===== src/rtl/drum_iteration_scheduler.sv =====
// drum_iteration_scheduler: advances a drum-mesh column array one step per audio sample and streams the centre node
// Inputs : clk, reset (async, active-high), run (level gate on firing), strike (re-init request),
//          column_done[NUM_COLUMNS], center_node (signed 1.17), audio_ready (FIFO accept)
// Outputs: column_reset, iteration_enable (1-cycle step pulse), audio_data/audio_valid (sample handshake),
//          iter_count (steps since strike/reset), overrun (sticky missed slot), busy (not idle)
module drum_iteration_scheduler #(
    parameter int NUM_COLUMNS   = 32,
    parameter int SAMPLE_PERIOD = 1041,
    parameter int STRIKE_HOLD   = 4
) (
    input  logic                   clk,
    input  logic                   reset,
    input  logic                   run,
    input  logic                   strike,
    input  logic [NUM_COLUMNS-1:0] column_done,
    input  logic signed [17:0]     center_node,
    input  logic                   audio_ready,
    output logic                   column_reset,
    output logic                   iteration_enable,
    output logic signed [17:0]     audio_data,
    output logic                   audio_valid,
    output logic [31:0]            iter_count,
    output logic                   overrun,
    output logic                   busy
);
    localparam int TW = $clog2(SAMPLE_PERIOD);
    localparam int HW = $clog2(STRIKE_HOLD + 1);
    localparam logic [TW-1:0] PERIOD_MAX = TW'(SAMPLE_PERIOD - 1);
    localparam logic [HW-1:0] HOLD_MAX = HW'(STRIKE_HOLD - 1);
    typedef enum logic [2:0] {IDLE, STRIKE, WAIT_DONE, SEND, ARM, FIRE, GUARD} state_t;
    state_t state;
    logic [TW-1:0] timer;
    logic [HW-1:0] hold;
    logic guard;
    assign busy = (state != IDLE);
    always_ff @(posedge clk or posedge reset) begin
        if (reset) begin
            state <= IDLE;
            timer <= '0;
            hold <= '0;
            guard <= 1'b0;
            column_reset <= 1'b0;
            iteration_enable <= 1'b0;
            audio_data <= '0;
            audio_valid <= 1'b0;
            iter_count <= '0;
            overrun <= 1'b0;
        end else begin
            timer <= (timer != '0) ? timer - 1'b1 : '0;
            // a slot is missed if the sample time arrives before the step has been delivered
            if ((state == WAIT_DONE || state == SEND) && timer == '0)
                overrun <= 1'b1;
            if (strike) begin
                // strike pre-empts everything; a strike while already striking only restarts the hold
                state <= STRIKE;
                hold <= HOLD_MAX;
                column_reset <= 1'b1;
                iteration_enable <= 1'b0;
                audio_valid <= 1'b0;
                if (state != STRIKE) begin
                    iter_count <= '0;
                    overrun <= 1'b0;
                    timer <= PERIOD_MAX;
                end
            end else begin
                case (state)
                    IDLE: if (run) state <= WAIT_DONE;
                    STRIKE: begin
                        if (hold == '0) begin
                            column_reset <= 1'b0;
                            guard <= 1'b1;
                            state <= GUARD;
                        end else begin
                            hold <= hold - 1'b1;
                        end
                    end
                    WAIT_DONE: begin
                        if (&column_done) begin
                            audio_data <= center_node;
                            audio_valid <= 1'b1;
                            state <= SEND;
                        end
                    end
                    SEND: begin
                        if (audio_ready) begin
                            audio_valid <= 1'b0;
                            state <= ARM;
                        end
                    end
                    ARM: begin
                        if (timer == '0 && run) begin
                            iteration_enable <= 1'b1;
                            iter_count <= iter_count + 32'd1;
                            timer <= PERIOD_MAX;
                            state <= FIRE;
                        end
                    end
                    FIRE: begin
                        iteration_enable <= 1'b0;
                        guard <= 1'b1;
                        state <= GUARD;
                    end
                    GUARD: begin
                        // columns still show the previous done for a cycle after the enable
                        if (guard) guard <= 1'b0;
                        else state <= WAIT_DONE;
                    end
                    default: state <= IDLE;
                endcase
            end
        end
    end
endmodule


===== config.mk =====
export PLATFORM = sky130hd
export DESIGN_NAME = drum_iteration_scheduler
export DESIGN_NICKNAME = d
export VERILOG_FILES = /design/src/rtl/drum_iteration_scheduler.sv
export SDC_FILE = /design/constraint.sdc
export NUM_CORES = 1
export LEC_CHECK = 0
export ABC_AREA = 1
export BUFFER_PORTS_ARGS = -buffer_cell sky130_fd_sc_hd__buf_2
export CORE_ASPECT_RATIO = 1.1
export CORE_MARGIN = 2
export CORE_UTILIZATION = 45
export CTS_BUF_LIST = sky130_fd_sc_hd__clkbuf_8
export DETAILED_ROUTE_END_ITERATION = 8
export GPL_TIMING_DRIVEN = 0
export PLACE_DENSITY = 0.8
export RECOVER_POWER = 100
export SLEW_MARGIN = 15
export SYNTH_ARGS = -nofsm -noshare
export SYNTH_HDL_FRONTEND = slang
export SYNTH_SLANG_ARGS = --single-unit

===== constraint.sdc =====
create_clock -name clk -period 4.28 [get_ports clk]
set_clock_uncertainty 0.1 [all_clocks]
set_input_delay 0.856 -clock clk [delete_from_list [all_inputs] [get_ports clk]]
set_output_delay 0.856 -clock clk [all_outputs]
set_load 0.02 [all_outputs]

# --- After elaboration in Yosys (flattened, before gate mapping) ---
# Cells that the tools add are included.
word_totals:
  register_bits: 72
  output_inout_bits: 55
  inputBits: 55
classes:
  addsub: 3
  eq_ne: 16
  n_reduce_logical: 24
  n_bitwise: 1
  mux: 35
ops:
  columns: ["operator", "n"]
  rows:
  - ["$mux W32", 4]
  - ["$mux W11", 5]
  - ["$reduce_and A34 Y1", 1]
  - ["$add A32 B1 Y32 const B", 1]
  - ["$reduce_and A32 Y1", 1]
  - ["$mux W3", 10]
  - ["$pmux W3 S7", 1]
  - ["$ne A3 B3 Y1 const B", 5]
  - ["$mux W1", 12]
  - ["$reduce_bool A3 Y1", 4]
  - ["$logic_not A11 Y1", 1]
  - ["$reduce_bool A11 Y1", 1]
  - ["$sub A11 B1 Y11 const B", 1]
  - ["$eq A3 B3 Y1 const B", 3]
  - ["$reduce_and A3 Y1", 3]
  - ["$reduce_bool A2 Y1", 4]
  - ["$eq A3 B2 Y1 const B", 2]
  - ["$logic_not A3 Y1", 2]
  - ["$reduce_and A2 Y1", 3]
  - ["$reduce_and A6 Y1", 1]
  - ["$ne A2 B2 Y1 const B", 2]
  - ["$pmux W1 S2", 2]
  - ["$eq A3 B1 Y1 const B", 1]
  - ["$ne A3 B1 Y1 const B", 1]
  - ["7 further kinds", 8]

# --- Longest topological paths before layout ---
logic_depth:
  ltp_word: 6
  mapped_depth: 10
  depth_no_buf: 9

# --- Worst setup path after synthesis ---
# No wires, ideal clock.
synth_path:
  path_type: "input-to-reg"
  startpoint: "in column_done[1]"
  endpoint: "reg audio_data[0]"
  slack_ps: 2271
  t_arrival_ps: 1786
  setup_time_ps: 123
  cell_stages: 9
  n_path_buf: 2
  cell_sequence: "nand2_1 > nor2_1 > nand2_1 > nor2_1 > nand2_1 > buf_2 > clkbuf_1 > o21ai_0 > nand2_1"
synth_between:
  elab_chain_cells: 1
synth_rtl:
  columns: ["element", "line", "text"]
  rows:
  - ["from (decl)", "15", "input logic [NUM_COLUMNS-1:0] column_done,"]
  - ["$reduce_and A34 Y1 (no line)", null, null]
  - ["to (signal assigned)", "79", "audio_data <= center_node;"]
  - ["to (decl)", "20", "output logic signed [17:0] audio_data,"]
# Every way passes these cells.
# A chain may end at the register's enable or synchronous reset.

# --- Final worst setup path ---
layout_path:
  startpoint: "in strike"
  endpoint: "reg iter_count[13]"
layout_between:
  elab_chain_cells: 2
  elab_cells_between_ends: 5
layout_rtl:
  columns: ["element", "line", "text"]
  rows:
  - ["from (decl)", "14", "input logic strike,"]
  - ["$ne A2 B1 Y1 (no line) / $reduce_bool A2 Y1 (equally long branches)", null, null]
  - ["$reduce_and A3 Y1 (no line)", null, null]
  - ["to (signal assigned)", "93", "iter_count <= iter_count + 32'd1;"]
  - ["to (decl)", "22", "output logic [31:0] iter_count,"]
# Several ways; a longest one is shown, not always the timed one.

==> impl_metrics.json <==
{
  "power.total_mw": 2.022,
  "finalCritPeriodShare_pct": 61.75,
  "finalSetupTns_ns": 0,
  "area_growth_pct": 19.20,
  "dpl_worst_slack_ns": 1.954,
  "hold_slack_ns": 0.3369,
  "final-setup-viol-count": 0,
  "slowest_delay_ns": 0.51,
  "worst_pin_slew_ns": 0.9604,
  "peakVddDrop_mv": 0.1792,
  "hold_depth": 1,
  "num_io_pins": 110,
  "gp_congestion": 0.8944,
  "post-route-util_pct": 54.85,
  "htreeDepth": 3,
  "timing.fmax_mhz": 378.4,
  "maxCapViolCount": 0,
  "worstRegToRegCells": 9,
  "rsz0062_at_grt": "false",
  "dr.pass1.iters": 5,
  "p_leak_nw": 2.409,
  "yosysWarnings": 0,
  "synth_area_leaders": "dfrtp_1, nand2_1, nor2_1, nand3_1, inv_1",
  "grt_pass1_wl_um": 18960,
  "clkTransAtPathRegs_ns": 0.08,
  "postSynthCellCount": 620,
  "placed_cells": 846,
  "wl_per_cell_um": 12.74,
  "root_buffer": "clkbuf_8",
  "async_flop_share_pct": 100.0,
  "via_count": 4270,
  "synth_top_area_share_pct": 42.08,
  "path_cells": "clkbuf_1 > inv_1 > nand2_1 > nand2_2 > a21oi_1 > clkbuf_1 > nand2_1 > nand2_1",
  "start_util_pct": 46.01,
  "io_buffer_count": 108,
  "grt_max_degree": 55,
  "status": "completed",
  "crit_type": "in -> reg",
  "placed_area_um2": 4999,
  "cp_max_fo": 10,
  "track_usage_pct": 22.54,
  "crit_arrival_ns": 2.85,
  "synth_edf_count": 0,
  "syn-num-nets": 679,
  "postCtsSetupBuffers": 0,
  "antenna_found_initial": 0,
  "via_per_inst": 4.959,
  "final.min_clock_period_ns": 2.643,
  "netlist_area_um2": 4282,
  "slew_viol_final": 0,
  "core_area_um2": 9305,
  "insertion_delay_ns": 0.37,
  "yosysTopAreaCell": "dfrtp_1",
  "die_area_um2": 10310,
  "cts_resized": 0,
  "cts_hold_buf": 0,
  "power.density_nw_per_um2": 396.2,
  "critPathLaunchType": "primary input",
  "setup_slack_ns": 1.637,
  "grt-ovfl-total": 0,
  "clk_path_buf_depth": 2,
  "postSynthAreaPerCell_um2": 6.906,
  "critPathRequiredTime_ns": 4.49,
  "die_h_um": 106.3,
  "synth.ff_latch_count": 72,
  "drc": 0,
  "antennaDiodeCount": 0,
  "place_hpwl_um": 8487,
  "fill_cells": 938,
  "die_w_um": 97.01,
  "fin_nets": 799,
  "hp-class": "reg -> reg",
  "critPathCaptureType": "flop",
  "stdcell_area_um2": 5104,
  "ys_types": 32,
  "slew-limit-headroom_pct": 35.62,
  "ys_seq_area_share_pct": 42.08,
  "ant_nets": 0,
  "synth_ff_type": "dfrtp_1",
  "cts_buffers": 9,
  "crit_top_cell": "nand2_1",
  "drtIter0Drc": 265,
  "grt_pass1_vias": 4096,
  "clock-sinks": 72,
  "rows": 37,
  "cp_slowest_cell": "a21oi_1",
  "routed_wl_um": 10970,
  "hold_viol_final": 0,
  "final_cells": 861,
  "drive_gt1_share_pct": 12.63,
  "cts_tree": "done"
}
-- where the power goes --
| group | switching, mW | total [mW] | internal (mW) | leakage, nW |
|---|---|---|---|---|
| Sequential | 0.0848 | 0.843 | 0.759 | 0.968 |
| Combinational | 0.379 | 0.566 | 0.187 | 1.33 |
| Clock | 0.272 | 0.613 | 0.341 | 0.108 |
-- logic make-up after synthesis --
| logic type | after synthesis | share of synthesized area [%] |
|---|---|---|
| and+or+nand+nor | 405 | 39.45 |
| DFF | 72 | 42.08 |
| buffers and inverters | 71 | 7.335 |
| AOI/OAI and AO/OA | 51 | 6.488 |
| xor gates and xnor gates | 17 | 3.477 |
| adders and majority gates | 4 | 1.169 |
-- worst paths after layout --
path                           from  slack, ns             end
setup reg to reg           timer[0]       1.78  iter_count[13]
hold reg to reg            timer[0]       0.34        timer[0]
max in group asynchronous     reset       2.84   audio_data[6]
hold / removal             timer[0]       0.34        timer[0]
min in group asynchronous     reset       0.54   iter_count[6]
setup / recovery             strike       1.64  iter_count[13]
-- critical path, delay by kind of cell --
| kind | cells | cell delay, ns |
|---|---|---|
| AOI/OAI and AO/OA | 1 | 0.51 |
| buffers and inverters | 3 | 1.06 |
| and+or+nand+nor | 4 | 0.42 |
-- Yosys cell counts (4+ instances only) --
library cell and number:
inv_2 4, o21ai_0 25, xnor2_1 5, inv_1 51, nand2_2 6, ha_1 4
buf_2 9, dfrtp_1 72, nand2_1 237, xor2_1 12, nor2_1 100, nand4_1 7
o21ai_1 18, nand3_1 40
-- state kept, by name, indices dropped and copies added (netlist names), 3 cells and up --
register	cells
state	3
audio_data	18
timer	11
iter_count	32
hold	3
-- layout by cell type, fill, tap and decap left out, types with 4 or more instances in the layout --
cell	synthesis	layout
nand2_1	237	238
nor2_1	100	101
dfrtp_1	72	72
clkbuf_1	2	65
buf_2	9	56
inv_1	51	50
nand3_1	40	41
o21ai_0	25	40
xor2_1	12	12
clkbuf_8	0	10
nand4_1	7	7
nand2_2	6	5
xnor2_1	5	5
inv_2	4	4
a21oi_1	3	4
ha_1	4	4
-- per-layer routing --
metal | track usage (%) | part of all wire [%]
met1 | 28.64 | 44
met2 | 38.59 | 50
met3 | 4.997 | 5.3
met4 | 6.841 | 1.2
met5 | 0 | 0
-- cell type report --
class	count	area (µm²)	area share, %
Clock inverter	5	81.33	1.594
Buffer	15	78.83	1.544
Sequential cell	72	1802	35.30
Multi-Input combinational cell	477	2145	42.02
Tap cell	117	146.4	2.868
Timing Repair Buffer	109	499.2	9.782
Inverter	56	214.0	4.192
Clock buffer	10	137.6	2.697
Power figures use the tool's default switching activity.
